File: config.mk
export PLATFORM = sky130hd
export DESIGN_NAME = step_timing_sequencer
export DESIGN_NICKNAME = d
export VERILOG_FILES = /design/src/rtl/step_timing_sequencer.sv
export SDC_FILE = /design/constraint.sdc
export NUM_CORES = 1
export LEC_CHECK = 0
export ABC_AREA = 1
export CAP_MARGIN = 20
export CELL_PAD_IN_SITES_DETAIL_PLACEMENT = 0
export CELL_PAD_IN_SITES_GLOBAL_PLACEMENT = 1
export CORE_MARGIN = 2
export CORE_UTILIZATION = 39
export DETAILED_ROUTE_END_ITERATION = 8
export GPL_TIMING_DRIVEN = 0
export PLACE_DENSITY_LB_ADDON = 0.1
export SLEW_MARGIN = 20
export SYNTH_ARGS = -nofsm -noshare
export SYNTH_HDL_FRONTEND = slang
export SYNTH_SLANG_ARGS = --single-unit
File: constraint.sdc
create_clock -name Clock -period 2.1 [get_ports Clock]
set_input_delay 0.315 -clock Clock [delete_from_list [all_inputs] [get_ports Clock]]
set_output_delay 0.315 -clock Clock [all_outputs]
set_load 0.02 [all_outputs]
File: src/rtl/step_timing_sequencer.sv
// Step-number generator feeding the 16-output step decoder (Sel/Enable).
// Handles free-run, front-panel single step, variable instruction length, restart and halt.
//
// state  | meaning
// IDLE   | waiting for Run; Sel=0, Enable=0
// ACTIVE | stepping through the instruction; Enable=1
// HALTED | frozen with Sel held; only Reset leaves
module step_timing_sequencer #(
  parameter int MAX_STEP  = 15,
  parameter int CNT_WIDTH = 16
) (
  input  logic                 Clock,
  input  logic                 Reset,
  input  logic                 Run,
  input  logic                 SingleStep,
  input  logic                 StepReq,
  input  logic [3:0]           LastStep,
  input  logic                 Restart,
  input  logic                 Halt,
  output logic [3:0]           Sel,
  output logic                 Enable,
  output logic                 InstrDone,
  output logic                 Halted,
  output logic [CNT_WIDTH-1:0] InstrCount
);

  localparam logic [1:0] IDLE   = 2'd0;
  localparam logic [1:0] ACTIVE = 2'd1;
  localparam logic [1:0] HALTED = 2'd2;
  localparam logic [3:0] maxStep = 4'(MAX_STEP);

  logic [1:0]           state;
  logic [1:0]           stateNext;
  logic [3:0]           selNext;
  logic                 doneNext;
  logic [CNT_WIDTH-1:0] countNext;
  logic                 stepReqQ;
  logic                 adv;
  logic [3:0]           effLast;

  always_comb begin
    adv       = SingleStep ? (StepReq && !stepReqQ) : 1'b1;
    effLast   = (LastStep > maxStep) ? maxStep : LastStep;
    stateNext = state;
    selNext   = Sel;
    doneNext  = 1'b0;
    countNext = InstrCount;
    case (state)
      IDLE: begin
        selNext = 4'd0;
        if (Run && !Halt) stateNext = ACTIVE;
      end
      ACTIVE: begin
        if (Halt) begin
          stateNext = HALTED;
        end else if (Restart) begin
          selNext = 4'd0;
        end else if (adv) begin
          // >= so a LastStep lowered below Sel ends the instruction instead of wrapping
          if (Sel >= effLast) begin
            doneNext  = 1'b1;
            countNext = InstrCount + CNT_WIDTH'(1);
            selNext   = 4'd0;
            if (!Run) stateNext = IDLE;
          end else begin
            selNext = Sel + 4'd1;
          end
        end
      end
      HALTED: begin
        stateNext = HALTED;
      end
      default: begin
        stateNext = IDLE;
        selNext   = 4'd0;
      end
    endcase
  end

  always_ff @(posedge Clock or posedge Reset) begin
    if (Reset) begin
      state      <= IDLE;
      Sel        <= 4'd0;
      Enable     <= 1'b0;
      InstrDone  <= 1'b0;
      Halted     <= 1'b0;
      InstrCount <= '0;
      stepReqQ   <= 1'b0;
    end else begin
      state      <= stateNext;
      Sel        <= selNext;
      Enable     <= (stateNext == ACTIVE);
      InstrDone  <= doneNext;
      Halted     <= (stateNext == HALTED);
      InstrCount <= countNext;
      stepReqQ   <= StepReq;
    end
  end

endmodule

# Yosys cells after proc, flatten, opt, wreduce, memory -nomap -nowiden
# Index checks and enable logic that the tools add are counted.
dict set report op_classes {
  n_lt_le_gt_ge 2
  add_sub_neg 2
  n_bitwise 3
  n_mux 19
  eq_ne 6
  n_reduce_logical 7
}
# op n
set op_table {}
lappend op_table {{$mux W4} 5}
lappend op_table {{$add A16 B1 Y16 const B} 1}
lappend op_table {{$mux W2} 6}
lappend op_table {{$pmux W4 S2} 1}
lappend op_table {{$mux W1} 6}
lappend op_table {{$pmux W2 S3} 1}
lappend op_table {{$reduce_and A5 Y1} 1}
lappend op_table {{$add A4 B1 Y4 const B} 1}
lappend op_table {{$eq A2 B1 Y1 const B} 2}
lappend op_table {{$eq A2 B2 Y1 const B} 2}
lappend op_table {{$ge A4 B4 Y1} 1}
lappend op_table {{$gt A4 B4 Y1 const B} 1}
lappend op_table {{$ne A3 B3 Y1 const B} 1}
lappend op_table {{$not A1 Y1} 3}
lappend op_table {{$reduce_and A3 Y1} 1}
lappend op_table {{$logic_and A1 B1 Y1} 2}
lappend op_table {{$logic_not A1 Y1} 2}
lappend op_table {{$logic_not A2 Y1} 1}
lappend op_table {{$ne A2 B2 Y1 const B} 1}
dict set report word_totals {
  wordCells 46
  ff_bits 26
  in_bits 11
}

# Logic depth before layout (Yosys ltp)
dict set report depth {
  ltp_word 9
  depth_mapped 12
  ltp_nobuf 11
}

# Worst setup path after synthesis
# Ideal clock, no wire load.
dict set report synth_timing {
  path_type {register -> register}
  startpoint {register Sel[0]}
  endpoint {register InstrCount[3]}
  path_stages_with_launch 9
  setup_slack_ns 0.493
  setup_time_ns 0.117
  path_buffers 1
  synth_period_minus_slack_ns 1.607
  required_time_ns 1.983
  arrival_ns 1.490
  path_cell_list {dfrtp_1 -> inv_1 -> ha_1 -> nand4_1 -> nand3_2 -> nand3_2 -> buf_4 -> nand2_1 -> nand2_1}
}
dict set report synth_via {
  elab_chain_len 2
}
# item line
set synth_rtl {}
lappend synth_rtl {{start, declared} 20} ;# output logic [3:0] Sel,
lappend synth_rtl {{start signal, assigned} 91} ;# Sel <= selNext;
lappend synth_rtl {{$ge A4 B4 Y1} 60} ;# if (Sel >= effLast) begin
lappend synth_rtl {{$reduce_and A5 Y1 (no line)} n/a}
lappend synth_rtl {{end signal, assigned} 95} ;# InstrCount <= countNext;
lappend synth_rtl {{end, declared} 24} ;# output logic [CNT_WIDTH-1:0] InstrCount
# Every way passes these cells.
# A chain may end at the register's enable or synchronous reset.

# Final worst setup path
dict set report layout_timing {
  startpoint {input LastStep[3]}
  endpoint {register InstrCount[8]}
}
dict set report layout_via {
  elab_chain_len 4
}
# item line
set layout_rtl {}
lappend layout_rtl {{start, declared} 17} ;# input logic [3:0] LastStep,
lappend layout_rtl {{$gt A4 B4 Y1} 43} ;# effLast = (LastStep > maxStep) ? maxStep : LastStep;
lappend layout_rtl {{$mux W4 *} 43}
lappend layout_rtl {{$ge A4 B4 Y1 *} 60}
lappend layout_rtl {{$reduce_and A5 Y1 (no line) *} n/a}
# Every way passes the cells marked *; elsewhere a longest branch is shown, timed or not.

==> qor.json <==
{
  "status": {
    "run_status": "finished clean"
  },
  "yosys": {
    "post_synth_num_cell_types": 21,
    "synth_top_cell_by_area": "sky130_fd_sc_hd__dfrtp_1",
    "synth_sequential_area_ratio_pct": 40.8,
    "synth_area_in_adders_pct": 4.71,
    "portion_of_netlist_area_occupied_by_mux_cells_pct": 0,
    "synth_fp_nets": 235,
    "area_fraction_of_the_dominant_cell_type_after_synthesis_pct": 40.8,
    "xor_xnor_fraction_of_synth_area_pct": 4.39,
    "synth_warnings": 0,
    "synth-seq-cells": 26,
    "synth_simple_gate_area_share_pct": 38.4,
    "syn_area_sq_um": 1600,
    "avgSynthCellArea_sq_um": 7.32,
    "synth-compound-area-share_pct": 3.92,
    "leading_post_synthesis_cells_by_cell_area": "sky130_fd_sc_hd__dfrtp_1 41%, sky130_fd_sc_hd__nand2_1 21%, sky130_fd_sc_hd__inv_1 6.1%",
    "synth_top_family_by_area": "simple AND/OR/NAND/NOR gates",
    "synthCells": 218
  },
  "sta": {
    "post-route-min-period_ns": 1.79,
    "slew-limit-headroom_pct": 66.8,
    "unrepaired_setup_endpoints_after_global_routing": "no",
    "finalWorstSetupSlack_ns": 0.306,
    "max_freq_mhz": 557,
    "timing.setup.tns_ns": 0,
    "final.setup_skew_ns": 0.00149,
    "setup_viol": 0,
    "final_max_slew_violation_count": 0,
    "tightestPinTransition_ns": 0.496,
    "final_min_period_over_clock_period_pct": 85.4,
    "timing_hold_violations_final": 0
  },
  "floorplanning": {
    "fp.dieH_microns": 68.0,
    "initial_core_util_pct": 40.2,
    "core.rowCount": 23,
    "core-area_sq_um": 3970,
    "num_io_pins": 34,
    "die-area_sq_um": 4620,
    "dieWidth_microns": 68.0
  },
  "setup_path": {
    "worstRegToRegCells": 7,
    "crit_path_start": "LastStep[3]",
    "crit_type": "in -> reg",
    "reg2reg_to": "InstrCount[8]",
    "timing.critical_path.to": "InstrCount[8]",
    "cp_data_arrival_time_ns": 2.01,
    "cp-start-kind": "primary input",
    "worst-path-max-fanout": 10,
    "crit-reg2reg-launch": "Sel[3]",
    "critical_path_endpoint_category": "register",
    "worstPathRequired_ns": 2.32,
    "reg2reg_setup_slack_ns": 0.38
  },
  "placement": {
    "detailed_place_hpwl_mm": 2.56,
    "post-place-ws_ns": 0.00964,
    "finalWeightedCongestion": 0.758,
    "placed_cells": 301,
    "buffer_ports.inserted": 33
  },
  "clock_network": {
    "post_cts_setup_buffer_count": 0,
    "clock_path_buffers": 2,
    "tritoncts.num_buffers": 3,
    "cts_root_buffer": "sky130_fd_sc_hd__clkbuf_8",
    "cts.hold.buffers_added": 0,
    "h-tree-depth": 1,
    "clk_transition_reported_paths_ns": 0.09,
    "tritoncts": "built",
    "clock_sink_count": 26,
    "clock_insertion_delay_at_the_later_pin_of_the_skew_report_ns": 0.27,
    "cts_resized": 0
  },
  "power_and_ir_drop": {
    "intPower_uw": 706,
    "total_switching_power_uw": 201,
    "pwr-share-seq_pct": 55.9,
    "netSwitchingFraction_pct": 22.2,
    "total_power_uw": 907,
    "max-vdd-ir-drop_mv": 0.265,
    "p_leak_nw": 0.959,
    "logic_pwr_share_pct": 7.9,
    "pwr-share-clk_pct": 36.2,
    "power_density_nw_per_um2": 441
  },
  "global_route": {
    "grt.total_usage_pct": 17.0,
    "grt_antenna_before_repair": 0,
    "grt.busiest_layer": "met2",
    "grt_overflow_total": 0,
    "grt_use_met1_pct": 21.4,
    "global_route.usage.met2_pct": 30.2,
    "grt_pass1_wl_mm": 5.96,
    "pin_count_of_the_biggest_net_entering_global_routing": 27,
    "number_of_global_route_vias_before_repair": 1345,
    "met3_usage_pct": 2.14
  },
  "finish": {
    "ff_latch_area_sq_um": 651,
    "final_instance_count_without_filler_cells": 306,
    "area_used_by_multi_input_combinational_logic_sq_um": 821,
    "fill_cells": 412,
    "drive_above_1_share_pct": 9.77,
    "insertedDiodeCount": 0,
    "nets": 274,
    "syn2layout_area_growth_pct": 29.0
  },
  "routing": {
    "wire_per_inst_microns": 11.1,
    "num_vias": 1425,
    "finalWirelength_mm": 3.41,
    "drt_iter0_markers": 62,
    "detail-route-antenna-nets": 0,
    "drt-pass1-iter-count": 6,
    "drc": 0,
    "avgViaCountPerCell": 4.66
  },
  "hold_path": {
    "holdCritPathClass": "in -> async"
  },
  "job": {
    "cap_viol_max_count": 0
  }
}
[through the flow]
stage | area (sq um) | utilization (%) | hold WS (ns)
final | 2060 | 51.8 | 0.305
after global routing | 2060 | 51.8 | 0.334
after CTS | 2040 | 51.4 | 0.495
after detailed placement | 1990 | 50.1 | 0.526
after global placement | 1990 | 50.1 | 0.530
after floorplan | 1600 | - | 0.346
[layout by cell type (no fill, tap or decap), types with 2 or more instances in the layout]
| cell | instances |
|---|---|
| sky130_fd_sc_hd__o21ai_0 | 6 |
| sky130_fd_sc_hd__inv_2 | 2 |
| sky130_fd_sc_hd__nor2_4 | 4 |
| sky130_fd_sc_hd__nand3_2 | 3 |
| sky130_fd_sc_hd__xnor2_1 | 6 |
| sky130_fd_sc_hd__o21ai_1 | 4 |
| sky130_fd_sc_hd__nand2_2 | 6 |
| sky130_fd_sc_hd__nor2_1 | 14 |
| sky130_fd_sc_hd__nand4_1 | 7 |
| sky130_fd_sc_hd__ha_1 | 6 |
| sky130_fd_sc_hd__nor2_2 | 3 |
| sky130_fd_sc_hd__xor2_1 | 2 |
| sky130_fd_sc_hd__nand3_1 | 8 |
| sky130_fd_sc_hd__inv_1 | 25 |
| sky130_fd_sc_hd__clkdlybuf4s50_1 | 33 |
| sky130_fd_sc_hd__clkbuf_8 | 4 |
| sky130_fd_sc_hd__dfrtp_1 | 26 |
| sky130_fd_sc_hd__nand2_1 | 90 |
[cell type report]
type / count / share of cell area (%)
clock buffer: 4 / 2.67
buffer: 2 / 0.912
multi-input combinational: 162 / 39.9
tap: 50 / 3.04
sequential: 26 / 31.6
inverter: 28 / 5.11
timing repair buffer: 34 / 16.8
[registers in the layout, indices dropped and copies added, names as in the netlist]
name,cells
InstrDone,1
Enable,1
InstrCount,16
stepReqQ,1
Sel,4
state,2
Halted,1
[synth_stat cells]
cell type / count
sky130_fd_sc_hd__nand2_1: 90
sky130_fd_sc_hd__dfrtp_1: 26
sky130_fd_sc_hd__inv_1: 26
sky130_fd_sc_hd__nor2_1: 14
sky130_fd_sc_hd__nand3_1: 8
sky130_fd_sc_hd__nand4_1: 7
sky130_fd_sc_hd__ha_1: 6
sky130_fd_sc_hd__nand2_2: 6
sky130_fd_sc_hd__o21ai_0: 6
sky130_fd_sc_hd__xnor2_1: 6
sky130_fd_sc_hd__nor2_4: 4
sky130_fd_sc_hd__o21ai_1: 4
sky130_fd_sc_hd__nand3_2: 3
sky130_fd_sc_hd__nor2_2: 3
sky130_fd_sc_hd__inv_2: 2
sky130_fd_sc_hd__xor2_1: 2
sky130_fd_sc_hd__a21boi_1: 1
sky130_fd_sc_hd__a21oi_1: 1
sky130_fd_sc_hd__buf_4: 1
sky130_fd_sc_hd__buf_6: 1
sky130_fd_sc_hd__nand3b_1: 1
[power by group through the flow]
| stage | registers [mW] | logic [mW] | clock network (mW) |
|---|---|---|---|
| final | 0.507 | 0.0714 | 0.329 |
| after global routing | 0.508 | 0.0807 | 0.357 |
| after CTS | 0.508 | 0.0701 | 0.346 |
| after detailed placement | 0.517 | 0.0700 | 0 |
| after global placement | 0.517 | 0.0690 | 0 |
| after floorplan | 0.519 | 0.0342 | 0 |
[cell families after synthesis]
family,Yosys count
AOI/OAI and AO/OA,12
xor gates and xnor gates,8
adders and majority gates,6
buffers and inverters,30
DFF,26
and+or+nand+nor,136
[worst max-delay path, stage by stage]
cell and delay (ns):
sky130_fd_sc_hd__clkdlybuf4s50_1 0.45, sky130_fd_sc_hd__inv_1 0.04, sky130_fd_sc_hd__ha_1 0.32, sky130_fd_sc_hd__a21oi_1 0.17, sky130_fd_sc_hd__nand3_2 0.17, sky130_fd_sc_hd__nand3_2 0.20, sky130_fd_sc_hd__buf_4 0.21, sky130_fd_sc_hd__nand2_1 0.06
sky130_fd_sc_hd__nand2_1 0.07
[worst min-delay path by stage]
| stage | depth (start not counted) | slack (ns) | to |
|---|---|---|---|
| floorplan | 0 | 0.35 | stepReqQ |
| global placement | 2 | 0.53 | InstrCount[15] |
| detailed placement | 2 | 0.53 | InstrCount[15] |
| CTS | 1 | 0.50 | stepReqQ |
| global route | 2 | 0.33 | InstrCount[10] |
| finish | 2 | 0.31 | InstrCount[15] |
[routing by layer]
metal | vias to the layer above | routed length (microns)
li1 | 754 | -
met1 | 644 | 1630
met2 | 23 | 1640
met3 | 4 | 96
met4 | 0 | 36
met5 | - | 0
(Power assumes the default switching activity.)
